## src/rtl/ahb_sram_pkg.sv

```systemverilog
// Shared types and bus encodings for the AHB-Lite to single-port SRAM slave.
package ahb_sram_pkg;

    typedef enum logic [2:0] {
        S_IDLE,
        S_RD,
        S_RD_STALL,
        S_WR,
        S_ERR1,
        S_ERR2
    } state_t;

    localparam logic [1:0] HTRANS_IDLE   = 2'd0;
    localparam logic [1:0] HTRANS_BUSY   = 2'd1;
    localparam logic [1:0] HTRANS_NONSEQ = 2'd2;
    localparam logic [1:0] HTRANS_SEQ    = 2'd3;

    localparam logic [1:0] HRESP_OKAY    = 2'd0;
    localparam logic [1:0] HRESP_ERROR   = 2'd1;

    localparam logic [2:0] HSIZE_BYTE    = 3'd0;
    localparam logic [2:0] HSIZE_HALF    = 3'd1;
    localparam logic [2:0] HSIZE_WORD    = 3'd2;

endpackage

```

## src/rtl/ahb_sram_be_gen.sv

```systemverilog
// Byte-lane enable generation and transfer legality check.
// Macro AHB_SRAM_ERR_RESP_EN enables the size/alignment/range check;
// without it o_bad is tied low and the address is force-aligned by the lanes.
module ahb_sram_be_gen
    import ahb_sram_pkg::*;
#(
    parameter int ADDR_WIDTH = 32,
    parameter int MEM_DEPTH  = 1024,
    parameter int SRAM_AW    = $clog2(MEM_DEPTH)
) (
    input  logic [ADDR_WIDTH-1:0] i_addr,
    input  logic [2:0]            i_size,
    output logic [3:0]            o_be,
    output logic                  o_bad
);

    logic w_unused;
    assign w_unused = ^i_addr[ADDR_WIDTH-1:2];

    // Little-endian lane select; any size above half is a full word.
    always_comb begin
        o_be = 4'b1111;
        case (i_size)
            HSIZE_BYTE: o_be = 4'b0001 << i_addr[1:0];
            HSIZE_HALF: o_be = i_addr[1] ? 4'b1100 : 4'b0011;
            default:    o_be = 4'b1111;
        endcase
    end

`ifdef AHB_SRAM_ERR_RESP_EN
    logic w_misalign;
    logic w_oor;

    if (ADDR_WIDTH > SRAM_AW + 2) begin : g_range
        assign w_oor = |i_addr[ADDR_WIDTH-1:SRAM_AW+2];
    end else begin : g_norange
        assign w_oor = 1'b0;
    end

    // Natural alignment check for the requested size.
    always_comb begin
        w_misalign = 1'b0;
        case (i_size)
            HSIZE_HALF: w_misalign = i_addr[0];
            HSIZE_WORD: w_misalign = |i_addr[1:0];
            default:    w_misalign = 1'b0;
        endcase
    end

    assign o_bad = (i_size > HSIZE_WORD) | w_misalign | w_oor;
`else
    assign o_bad = 1'b0;
`endif

endmodule

```

## src/rtl/ahb_sram_slave.sv

```systemverilog
// AHB-Lite slave in front of a single-port synchronous SRAM (1-cycle read).
// Reads are launched in the address phase so data lands in the data phase;
// a read right after a write data phase loses the port and stalls once.
// Macro AHB_SRAM_ERR_RESP_EN enables the two-cycle ERROR response path.
module ahb_sram_slave
    import ahb_sram_pkg::*;
#(
    parameter int ADDR_WIDTH = 32,
    parameter int MEM_DEPTH  = 1024,
    parameter int SRAM_AW    = $clog2(MEM_DEPTH)
) (
    input  logic                  hclk,
    input  logic                  hresetn,
    input  logic                  hsel,
    input  logic [ADDR_WIDTH-1:0] haddr,
    input  logic [1:0]            htrans,
    input  logic                  hwrite,
    input  logic [2:0]            hsize,
    input  logic [2:0]            hburst,
    input  logic [3:0]            hprot,
    input  logic [31:0]           hwdata,
    input  logic                  hready,
    output logic                  hreadyout,
    output logic [1:0]            hresp,
    output logic [31:0]           hrdata,
    output logic                  sram_cs,
    output logic                  sram_we,
    output logic [3:0]            sram_be,
    output logic [SRAM_AW-1:0]    sram_addr,
    output logic [31:0]           sram_wdata,
    input  logic [31:0]           sram_rdata
);

    state_t              r_state;
    state_t              w_next;
    logic [SRAM_AW-1:0]  r_addr;
    logic [3:0]          r_be;
    logic [3:0]          w_be;
    logic                w_bad;
    logic                w_accept;
    logic                w_err;
    logic                w_ready;
    logic [SRAM_AW-1:0]  w_haddr_word;
    logic                w_unused;

    assign w_unused     = ^{hburst, hprot};
    assign w_accept     = hsel & hready & ((htrans == HTRANS_NONSEQ) | (htrans == HTRANS_SEQ));
    assign w_err        = w_accept & w_bad;
    assign w_haddr_word = haddr[SRAM_AW+1:2];

    ahb_sram_be_gen #(
        .ADDR_WIDTH (ADDR_WIDTH),
        .MEM_DEPTH  (MEM_DEPTH),
        .SRAM_AW    (SRAM_AW)
    ) u_be_gen (
        .i_addr (haddr),
        .i_size (hsize),
        .o_be   (w_be),
        .o_bad  (w_bad)
    );

    // Data-phase ready: only the stall and first error cycle hold the bus.
    always_comb begin
        w_ready = 1'b1;
        case (r_state)
            S_RD_STALL: w_ready = 1'b0;
`ifdef AHB_SRAM_ERR_RESP_EN
            S_ERR1:     w_ready = 1'b0;
`endif
            default:    w_ready = 1'b1;
        endcase
    end

    // State register.
    always_ff @(posedge hclk or negedge hresetn) begin
        if (!hresetn) begin
            r_state <= S_IDLE;
        end else begin
            r_state <= w_next;
        end
    end

    // Address-phase capture for the deferred write / stalled read.
    always_ff @(posedge hclk or negedge hresetn) begin
        if (!hresetn) begin
            r_addr <= '0;
            r_be   <= '0;
        end else if (w_ready && w_accept) begin
            r_addr <= w_haddr_word;
            r_be   <= w_be;
        end
    end

    // Next-state selection; ready states decode the current bus request.
    always_comb begin
        w_next = S_IDLE;
        case (r_state)
            S_RD_STALL: w_next = S_RD;
`ifdef AHB_SRAM_ERR_RESP_EN
            S_ERR1:     w_next = S_ERR2;
`endif
            default: begin
                if (w_err) begin
                    w_next = S_ERR1;
                end else if (w_accept && hwrite) begin
                    w_next = S_WR;
                end else if (w_accept) begin
                    w_next = (r_state == S_WR) ? S_RD_STALL : S_RD;
                end else begin
                    w_next = S_IDLE;
                end
            end
        endcase
    end

    // Bus-side response outputs.
    always_comb begin
        hreadyout = w_ready;
        hresp     = HRESP_OKAY;
        hrdata    = '0;
`ifdef AHB_SRAM_ERR_RESP_EN
        if ((r_state == S_ERR1) || (r_state == S_ERR2)) begin
            hresp = HRESP_ERROR;
        end
`endif
        if (r_state == S_RD) begin
            hrdata = sram_rdata;
        end
    end

    // SRAM port arbitration: data-phase write, then stalled read, then
    // address-phase read; gated by reset so nothing fires while held.
    always_comb begin
        sram_cs    = 1'b0;
        sram_we    = 1'b0;
        sram_be    = '0;
        sram_addr  = '0;
        sram_wdata = '0;
        if (hresetn) begin
            case (r_state)
                S_WR: begin
                    sram_cs    = 1'b1;
                    sram_we    = 1'b1;
                    sram_be    = r_be;
                    sram_addr  = r_addr;
                    sram_wdata = hwdata;
                end
                S_RD_STALL: begin
                    sram_cs   = 1'b1;
                    sram_be   = r_be;
                    sram_addr = r_addr;
                end
                default: begin
                    if (w_ready && w_accept && !hwrite && !w_err) begin
                        sram_cs   = 1'b1;
                        sram_be   = w_be;
                        sram_addr = w_haddr_word;
                    end
                end
            endcase
        end
    end

endmodule

```

## config.mk

```make
export PLATFORM = sky130hd
export DESIGN_NAME = ahb_sram_slave
export DESIGN_NICKNAME = d
export VERILOG_FILES = /design/src/rtl/ahb_sram_pkg.sv /design/src/rtl/ahb_sram_be_gen.sv /design/src/rtl/ahb_sram_slave.sv
export SDC_FILE = /design/constraint.sdc
export NUM_CORES = 1
export LEC_CHECK = 0
export CAP_MARGIN = 40
export CORE_ASPECT_RATIO = 1.5
export CORE_UTILIZATION = 24
export CTS_CLUSTER_DIAMETER = 50
export DETAILED_ROUTE_END_ITERATION = 8
export PLACE_DENSITY = 0.87
export SYNTH_ARGS = -nofsm -noshare
export SYNTH_HDL_FRONTEND = slang
export SYNTH_SLANG_ARGS = --single-unit
```

## constraint.sdc

```tcl
create_clock -name hclk -period 1.9 [get_ports hclk]
set_clock_uncertainty 0.05 [all_clocks]
set_input_delay 0.38 -clock hclk [delete_from_list [all_inputs] [get_ports hclk]]
set_output_delay 0.38 -clock hclk [all_outputs]
set_load 0.005 [all_outputs]
```

==> run_results.csv, run 1 <==
group,metric,value,unit
status,status,"complete, but fails checks",
status,failed_checks,"setup timing",
finish,multi_input_comb_area,947,um^2
finish,final_util,0.640,
timing,setup_viol,44,
worst_setup_path,worst-setup-path-type,"flip-flop to primary output",
power_and_ir_drop,netSwitchingPower,0.311,mW
finish,instances_no_fill,418,
power_and_ir_drop,ir_worst_vdd,406,uV
worst_setup_path,path_max_fanout,3,
grt,grt_use_total,0.231,
cts,cts_root_buffer,"clkbuf_8",
grt,grt_use_met1,0.247,
timing,setup_slack,-0.199,ns
finish,seq_area,402,um^2
finish,syn_to_final_growth,158,%
placed_design,pre_cts_ws,-0.781,ns
finish,mostFrequentLayoutCells,"clkdlybuf4s50_1 (79), and2_1 (37), buf_6 (37), clkbuf_2 (37), and2_4 (28)",
floorplan,ios,196,
logic_synthesis,synthMuxAreaShare,0.142,
finish,layout_commonest_cell,"clkdlybuf4s50_1",
floorplan,placementRows,33,
power_and_ir_drop,swShare,0.243,
worst_setup_path,arrival,1.67,ns
cts,cts_tree,"done",
power_and_ir_drop,internal-power,0.967,mW
finish,num-nets-final,462,
grt,grt_pass1_vias,1999,
floorplan,fp.dieW,63.3,um
logic_synthesis,synth-seq-cells,16,
logic_synthesis,synth_top_family_by_area,"simple AND/OR/NAND/NOR gates",
power_and_ir_drop,seqPwrFrac,0.342,
placed_design,postPlaceCellArea,3220,um^2
finish,drive_gt1_frac,0.520,
logic_synthesis,synth_xor_xnor_area_share,0,
logic_synthesis,synthAdderAreaFrac,0,
logic_synthesis,syn_inst,142,
grt,grt_max_degree,34,
placed_design,port_buffers,165,
drt,dr.first_iter.drc_count,36,
placed_design,dp_cells,388,
finish,stdcell_area,3490,um^2
grt,use_met3,0.0971,
logic_synthesis,yosys.area_share.simple,0.376,
floorplan,start_util,0.248,
cts,numCtsBuffers,3,
floorplan,core_area,5450,um^2
logic_synthesis,ys_seq_area_frac,0.296,
logic_synthesis,synth_largest_area_cell,"and2_1",
cts,cts_hold_buf,0,
timing,slew_viol_final,0,
logic_synthesis,synth.cell_area,1350,um^2
grt,antenna_found_initial,0,
cts,clk_path_buf_depth,2,
drt,vias,1892,
logic_synthesis,synth_top_area_frac,0.301,
worst_setup_path,cp-end-kind,"primary output",
power_and_ir_drop,combPwrFrac,0.414,
logic_synthesis,yosysUniqueCellTypes,22,
finish,fillers,459,
drt,vias_per_cell,4.53,
worst_setup_path,cp-start-kind,"flip-flop",
worst_hold_path,hold_path_class,"input port to asynchronous set/reset pin",
timing,min_period_over_period,1.10,
drt,drt_first_pass_iters,4,
timing,timing.fmax,476,MHz
grt,grt_use_met2,0.399,
floorplan,die_y,93.9,um
finish,diodes,0,
power_and_ir_drop,p_leak,1.77,nW
timing,period_minus_slack,2.10,ns
floorplan,die-area,5950,um^2
cts,clock-sinks,16,
logic_synthesis,synth_area_per_cell,9.52,um^2
power_and_ir_drop,total_power,1.28,mW
cts,cts_max_level,1,
logic_synthesis,synth-compound-area-share,0.120,
power_and_ir_drop,power_frac_clock,0.243,
drt,route.detailed.drc,0,
grt,grt_pass1_wl,10.4,mm
drt,finalWirelength,6.90,mm
timing,rsz0062_at_grt,"yes",
drt,wire_per_inst,16.5,um
cts,clock_latency,0.26,ns
grt,grt_busiest_layer,"met2",
placed_design,place_congestion,0.814,
drt,ant_nets,0,
logic_synthesis,ys_warn_count,0,
logic_synthesis,ys_top_cells_by_area,"and2_1 (30%), dfrtp_1 (30%), mux2_4 (10%)",
placed_design,dpl.hpwl,4.81,mm
grt,overflow,0,
cts,path_clk_slew,0.07,ns
timing,finalHoldViolCount,0,
power_and_ir_drop,cellPowerDensity,366,nW/um^2
run,max-cap-violations,0,
worst_setup_path,critical_path_required,1.47,ns
==> power groups by stage <==
stage               Combinational [mW]  Clock (mW)  Sequential [mW]
CTS                              0.523       0.314            0.436
global route                     0.564       0.336            0.444
global placement                 0.438           0            0.442
finish                           0.530       0.311            0.438
detailed placement               0.449           0            0.441
floorplan                        0.147           0            0.427
==> critical path, cell delays in order, from the launching register on <==
cell and delay (ns):
dfrtp_2 0.43, buf_12 0.13, nor4b_4 0.30, buf_6 0.16, buf_6 0.10, buf_6 0.08, a22o_1 0.10, buf_2 0.11
==> path summary, 6_finish.rpt <==
kind                                       start                    end  slack (ns)  cells past startpoint
hold reg to reg            r_addr[7]$_DFFE_PN0P_  r_addr[7]$_DFFE_PN0P_        0.47                      1
min in group hclk          r_addr[7]$_DFFE_PN0P_  r_addr[7]$_DFFE_PN0P_        0.47                      1
hold / removal                           hresetn   r_state[0]$_DFF_PN0_        0.15                      2
max in group asynchronous                hresetn  r_addr[2]$_DFFE_PN0P_        1.44                      2
setup / recovery            r_state[1]$_DFF_PN0_           sram_addr[5]       -0.20                      7
setup reg to reg            r_state[1]$_DFF_PN0_  r_addr[6]$_DFFE_PN0P_        0.28                      6
==> state kept, by name, summed over array words and instances, names as in the netlist <==
name	flops
r_state	2
r_addr	10
r_be	4
==> cells by family (layout without fill, tap and decap cells) <==
logic type,Yosys count,count (layout)
other,1,2
AO/OA/AOI/OAI,21,21
AND/OR/NAND/NOR,76,76
buffers and inverters,14,219
flip-flops,16,16
multiplexers,14,14
==> layout make-up <==
cell class                      instances  share of cell area
Timing Repair Buffer                  214               0.572
Multi-Input combinational cell        113               0.271
Sequential cell                        16               0.115
Tap cell                               70              0.0251
Clock buffer                            4              0.0158
Inverter                                1             0.00108
==> timing repair <==
action,CTS,global route
pin swaps,26,12
resized for setup,259,96
cloned,4,1
setup endpoints to repair,80,66
buffers inserted,17,7
==> layer usage <==
metal	share of wire	routed length (um)
met5	0	0
met4	0.031	211
met3	0.11	761
met2	0.48	3350
met1	0.37	2590
==> Yosys cell counts <==
library cell	instances
a22o_1	14
and2_1	65
and2b_1	1
and3_1	1
buf_12	1
buf_2	2
buf_4	2
buf_6	1
clkbuf_1	7
conb_1	1
dfrtp_1	16
inv_1	1
mux2_2	5
mux2_4	9
nand2b_2	1
nand3_4	1
nor2_1	3
nor2b_1	2
nor2b_4	1
nor4b_4	1
o21a_1	2
o21ai_0	5
==> through the flow <==
| stage | hold WS (ns) | setup TNS, ns |
|---|---|---|
| 6_report | 0.152 | -3.48 |
| 5_1_grt | 0.144 | -6.18 |
| 4_1_cts | 0.138 | -5.55 |
| 3_5_place_dp | 0.454 | -31.12 |
| 3_3_place_gp | 0.456 | -29.21 |
| 2_1_floorplan | 0.0344 | 0 |
Note: power is estimated with default switching activity, not from simulation.
==> run 2, diff against run 1 <==
--- a/config.mk
+++ b/config.mk
@@ -7,9 +7,11 @@
 export LEC_CHECK = 0
 export CAP_MARGIN = 40
 export CORE_ASPECT_RATIO = 1.5
+export CORE_MARGIN = 2
 export CORE_UTILIZATION = 24
 export CTS_CLUSTER_DIAMETER = 50
 export DETAILED_ROUTE_END_ITERATION = 8
+export HOLD_SLACK_MARGIN = 0.05
 export PLACE_DENSITY = 0.87
 export SYNTH_ARGS = -nofsm -noshare
 export SYNTH_HDL_FRONTEND = slang
==> run_results.csv, run 2 (synthesis gave the netlist of run 1 again) <==
group,metric,value,unit
finish,fillers,468,
status,failed_checks,"setup timing",
finish,drive_gt1_frac,0.511,
power_and_ir_drop,p_leak,1.65,nW
worst_setup_path,crit_top_cell,"buf_6",
power_and_ir_drop,swShare,0.238,
worst_setup_path,reg2reg_slack,0.27,ns
drt,finalWirelength,6.73,mm
drt,route.detailed.drc,0,
grt,grt_use_total,0.209,
worst_setup_path,critical_path_required,1.47,ns
drt,dr.first_iter.drc_count,21,
worst_setup_path,path_max_fanout,6,
placed_design,port_buffers,165,
finish,mostFrequentLayoutCells,"clkdlybuf4s50_1 (79), and2_1 (37), buf_6 (31), clkbuf_2 (31), and2_4 (28)",
placed_design,place_congestion,0.904,
worst_setup_path,critPathBufInv,6,
power_and_ir_drop,ir_worst_vdd,362,uV
grt,overflow,0,
floorplan,die-area,6260,um^2
cts,path_clk_slew,0.06,ns
timing,timing.fmax,469,MHz
drt,drt_first_pass_iters,4,
timing,rsz0062_at_grt,"yes",
floorplan,fp.dieW,65.3,um
power_and_ir_drop,cellPowerDensity,353,nW/um^2
finish,num-nets-final,448,
cts,clk_path_buf_depth,2,
drt,ant_nets,0,
placed_design,dpl.hpwl,4.74,mm
power_and_ir_drop,combPwrFrac,0.424,
cts,clock-sinks,16,
cts,cts_tree,"done",
floorplan,core_area,5450,um^2
grt,antenna_found_initial,0,
power_and_ir_drop,power_frac_clock,0.207,
worst_setup_path,arrival,1.70,ns
timing,period_minus_slack,2.13,ns
finish,diodes,0,
timing,setup_viol,46,
floorplan,placementRows,33,
cts,cts_max_level,1,
grt,grt_max_degree,34,
timing,whs,0.0444,ns
timing,fin_setup_tns,-5.15,ns
worst_setup_path,timing.rr.start,"r_state[1]$_DFF_PN0_",
timing,setup_slack,-0.234,ns
power_and_ir_drop,seqPwrFrac,0.369,
floorplan,start_util,0.248,
timing,slew_viol_final,0,
power_and_ir_drop,internal-power,0.905,mW
worst_hold_path,hold_path_class,"input port to asynchronous set/reset pin",
floorplan,ios,196,
worst_setup_path,cp-end-kind,"primary output",
finish,instances_no_fill,403,
finish,syn_to_final_growth,149,%
placed_design,dp_cells,379,
grt,grt_pass1_wl,10.0,mm
status,status,"complete, but fails checks",
drt,wire_per_inst,16.7,um
drt,vias_per_cell,4.67,
worst_setup_path,path_depth,8,
grt,grt_pass1_vias,1978,
worst_setup_path,crit_family,"buffers and inverters",
worst_setup_path,worst_path_max_delay_cell,"dfrtp_2",
worst_setup_path,slowest_delay,0.45,ns
worst_setup_path,worst-setup-path-type,"flip-flop to primary output",
cts,clock_latency,0.24,ns
worst_setup_path,path_cells,"buf_6, and2b_4, buf_6, buf_6, buf_16, buf_12, and2_4, buf_6",
worst_setup_path,endpoint,"hrdata[28]",
finish,final_util,0.617,
worst_setup_path,cp-start-kind,"flip-flop",
worst_setup_path,crit_start,"r_state[1]$_DFF_PN0_",
finish,largest_reg_flops,10,
cts,cts_root_buffer,"clkbuf_8",
drt,vias,1884,
cts,numCtsBuffers,3,
worst_setup_path,r2r_end,"r_addr[4]$_DFFE_PN0P_",
finish,layout_commonest_cell,"clkdlybuf4s50_1",
worst_setup_path,reg2reg_depth,6,
floorplan,die_y,95.9,um
power_and_ir_drop,netSwitchingPower,0.282,mW
finish,largestRegisters,"r_addr x10, r_be x4, r_state x2",
run,max-cap-violations,0,
finish,max_flop_register,"r_addr",
timing,min_period_over_period,1.12,
timing,finalHoldViolCount,0,
-- run 2: changes by cell type in the layout (fill, tap and decap cells not counted), moves of 6 or more --
cell / change
buf_6: -6
buf_2: +9
clkbuf_2: -6
buf_4: -12
-- run 2: through the flow --
| stage | cell area, um^2 | power, mW | setup slack [ns] |
|---|---|---|---|
| 2_1_floorplan | 1360 | 0.574 | 0.282 |
| 3_3_place_gp | 3180 | 0.865 | -0.609 |
| 3_5_place_dp | 3180 | 0.876 | -0.669 |
| 4_1_cts | 3400 | 1.19 | -0.238 |
| 5_1_grt | 3360 | 1.25 | -0.299 |
| 6_report | 3360 | 1.19 | -0.234 |
-- run 2: metal layers --
metal,share of wire,global-route usage,vias to the layer above,wire length [um]
met5,0,0,-,0
met4,0.013,0.0573,0,86
met3,0.12,0.0889,14,823
met2,0.53,0.413,134,3600
met1,0.33,0.188,886,2220
li1,-,-,850,-
-- run 2: timing repair --
item	4_1_cts	5_1_grt
resized for setup	263	101
hold buffers	0	0
pin swaps	17	16
setup endpoints to repair	80	80
cloned	4	2
buffers inserted	14	5
-- run 2: how the worst min path moves through the flow --
stage / end / start
finish: r_state[0]$_DFF_PN0_ / hresetn
global route: r_state[1]$_DFF_PN0_ / hresetn
CTS: r_state[1]$_DFF_PN0_ / hresetn
detailed placement: r_addr[8]$_DFFE_PN0P_ / r_addr[8]$_DFFE_PN0P_
global placement: r_addr[5]$_DFFE_PN0P_ / r_addr[5]$_DFFE_PN0P_
floorplan: r_addr[0]$_DFFE_PN0P_ / hresetn
-- run 2: layout make-up --
type | instances | area (um^2) | share of cell area
multi-input cells | 113 | 952 | 0.283
well taps | 70 | 87.6 | 0.0260
repair buffers | 200 | 1880 | 0.558
inverters | 1 | 3.75 | 0.00112
flip-flops and latches | 16 | 402 | 0.119
clock buffers | 3 | 41.3 | 0.0123
-- run 2: power by group through the flow --
stage	registers, mW	clock network [mW]	logic, mW
4_1_cts	0.437	0.254	0.499
2_1_floorplan	0.427	0	0.147
3_3_place_gp	0.439	0	0.426
3_5_place_dp	0.440	0	0.436
5_1_grt	0.446	0.265	0.536
6_report	0.438	0.246	0.503
==> run 3, diff against run 2 <==
--- a/config.mk
+++ b/config.mk
@@ -11,6 +11,7 @@
 export CORE_UTILIZATION = 24
 export CTS_CLUSTER_DIAMETER = 50
 export DETAILED_ROUTE_END_ITERATION = 8
+export GPL_TIMING_DRIVEN = 0
 export HOLD_SLACK_MARGIN = 0.05
 export PLACE_DENSITY = 0.87
 export SYNTH_ARGS = -nofsm -noshare
==> run_results.csv, run 3 (synthesis gave the netlist of run 1 again) <==
group,metric,value,unit
placed_design,port_buffers,165,
finish,seq_area,402,um^2
worst_setup_path,path_max_fanout,4,
finish,max_flop_register,"r_addr",
finish,largestRegisters,"r_addr x10, r_be x4, r_state x2",
worst_hold_path,hold_path_class,"flip-flop to flip-flop",
worst_setup_path,timing.rr.start,"r_state[1]$_DFF_PN0_",
finish,final_util,0.640,
worst_hold_path,whs_path_depth,1,
timing,slew_viol_final,0,
grt,antenna_found_initial,0,
worst_setup_path,arrival,1.65,ns
timing,tightest_slew,0.722,ns
floorplan,placementRows,33,
finish,drive_gt1_frac,0.497,
worst_setup_path,reg2reg_slack,0.20,ns
grt,grt_pass1_vias,1950,
floorplan,start_util,0.248,
cts,clock-sinks,16,
cts,path_clk_slew,0.06,ns
cts,cts_tree,"done",
power_and_ir_drop,cellPowerDensity,352,nW/um^2
worst_setup_path,reg2reg_depth,7,
drt,route.detailed.drc,0,
drt,vias_per_cell,4.50,
finish,instances_no_fill,418,
timing,setup_slack,-0.181,ns
cts,numCtsBuffers,3,
worst_hold_path,hp-start,"r_addr[4]$_DFFE_PN0P_",
drt,drt_first_pass_iters,4,
floorplan,ios,196,
floorplan,die-area,6260,um^2
timing,min_period_over_period,1.10,
finish,mostFrequentLayoutCells,"clkdlybuf4s50_1 (78), buf_6 (51), and2_1 (34), buf_2 (34), and2_4 (31)",
worst_hold_path,whs_endpoint,"r_addr[4]$_DFFE_PN0P_",
run,max-cap-violations,0,
finish,num-nets-final,462,
floorplan,core_area,5450,um^2
drt,dr.first_iter.drc_count,21,
drt,finalWirelength,6.85,mm
placed_design,dpl.hpwl,4.62,mm
grt,overflow,0,
timing,whs,0.459,ns
timing,finalHoldViolCount,0,
grt,grt_max_degree,17,
finish,fillers,430,
placed_design,dp_cells,378,
timing,fin_setup_tns,-2.19,ns
finish,largest_reg_flops,10,
worst_setup_path,r2r_end,"r_addr[0]$_DFFE_PN0P_",
power_and_ir_drop,ir_worst_vdd,409,uV
cts,cts_root_buffer,"clkbuf_8",
finish,diodes,0,
floorplan,fp.dieW,65.3,um
finish,layout_commonest_cell,"clkdlybuf4s50_1",
timing,timing.fmax,481,MHz
drt,vias,1881,
cts,cts_max_level,1,
drt,ant_nets,0,
grt,grt_pass1_wl,9.85,mm
timing,setup_viol,27,
grt,grt_use_total,0.202,
cts,clock_latency,0.24,ns
finish,syn_to_final_growth,158,%
worst_setup_path,cp-end-kind,"primary output",
worst_setup_path,cp-start-kind,"flip-flop",
timing,period_minus_slack,2.08,ns
finish,multi_input_comb_area,965,um^2
status,status,"complete, but fails checks",
floorplan,die_y,95.9,um
timing,maxSlewHeadroom,0.517,
worst_setup_path,critical_path_required,1.47,ns
placed_design,pre_cts_ws,-1.38,ns
placed_design,place_congestion,0.900,
drt,wire_per_inst,16.4,um
status,failed_checks,"setup timing",
power_and_ir_drop,p_leak,1.74,nW
cts,clk_path_buf_depth,2,
timing,rsz0062_at_grt,"yes",
worst_setup_path,worst-setup-path-type,"flip-flop to primary output",
## run 3: cell types whose count changed in the layout (fill, tap and decap cells not counted), sizes merged
cell,before,now
buf,77,101
clkbuf,36,17
clkdlybuf4s15,6,14
clkdlybuf4s50,79,78
dlygate4sd2,2,5
dlygate4sd3,0,1
dlymetal6s2s,3,2
## run 3: repair_timing
action	4_1_cts	5_1_grt
hold buffers	1	0
resized for setup	296	114
hold endpoints to repair	16	0
pin swaps	9	20
setup endpoints to repair	80	65
cloned	4	0
setup buffers	34	4
## run 3: routing by layer
| metal | part of all wire | routed length [um] | GRT usage | up-vias |
|---|---|---|---|---|
| met5 | 0 | 0 | 0 | - |
| met4 | 0.014 | 93 | 0.0313 | 0 |
| met3 | 0.13 | 897 | 0.0854 | 10 |
| met2 | 0.52 | 3530 | 0.395 | 118 |
| met1 | 0.34 | 2330 | 0.197 | 873 |
| li1 | - | - | - | 880 |
## run 3: cell type report
| cell class | instances | share of cell area |
|---|---|---|
| well taps | 70 | 0.0251 |
| clock buffers | 4 | 0.0158 |
| multi-input cells | 113 | 0.277 |
| inverters | 1 | 0.00108 |
| plain buffers | 10 | 0.0366 |
| repair buffers | 204 | 0.530 |
| flip-flops and latches | 16 | 0.115 |
## run 3: worst max-delay path: stages (launching register included)
cell and delay, ns:
dfrtp_2 0.44, nor4b_4 0.26, buf_4 0.19, buf_6 0.10, buf_6 0.10, buf_6 0.09, a22o_1 0.12, buf_2 0.11
## run 3: worst max path at each step
| stage | from | to | slack [ns] | depth (start not counted) |
|---|---|---|---|---|
| floorplan | htrans[1] | sram_addr[0] | 0.28 | 4 |
| global placement | hresetn | sram_addr[3] | -1.36 | 5 |
| detailed placement | hresetn | sram_addr[2] | -1.38 | 5 |
| CTS | r_state[1]$_DFF_PN0_ | hrdata[29] | -0.19 | 6 |
| global route | r_state[1]$_DFF_PN0_ | sram_addr[5] | -0.22 | 7 |
| finish | r_state[1]$_DFF_PN0_ | sram_addr[5] | -0.18 | 7 |
## run 3: metrics by stage
stage | power [mW] | instance area (um^2)
3_5_place_dp | 0.856 | 3100
2_1_floorplan | 0.574 | 1360
6_report | 1.23 | 3490
4_1_cts | 1.19 | 3410
3_3_place_gp | 0.845 | 3100
5_1_grt | 1.28 | 3490
## run 3: where the power goes
| group | internal, mW | switching (mW) | leakage, nW |
|---|---|---|---|
| Sequential | 0.399 | 0.0345 | 0.183 |
| Combinational | 0.360 | 0.140 | 1.53 |
| Clock | 0.183 | 0.112 | 0.0288 |
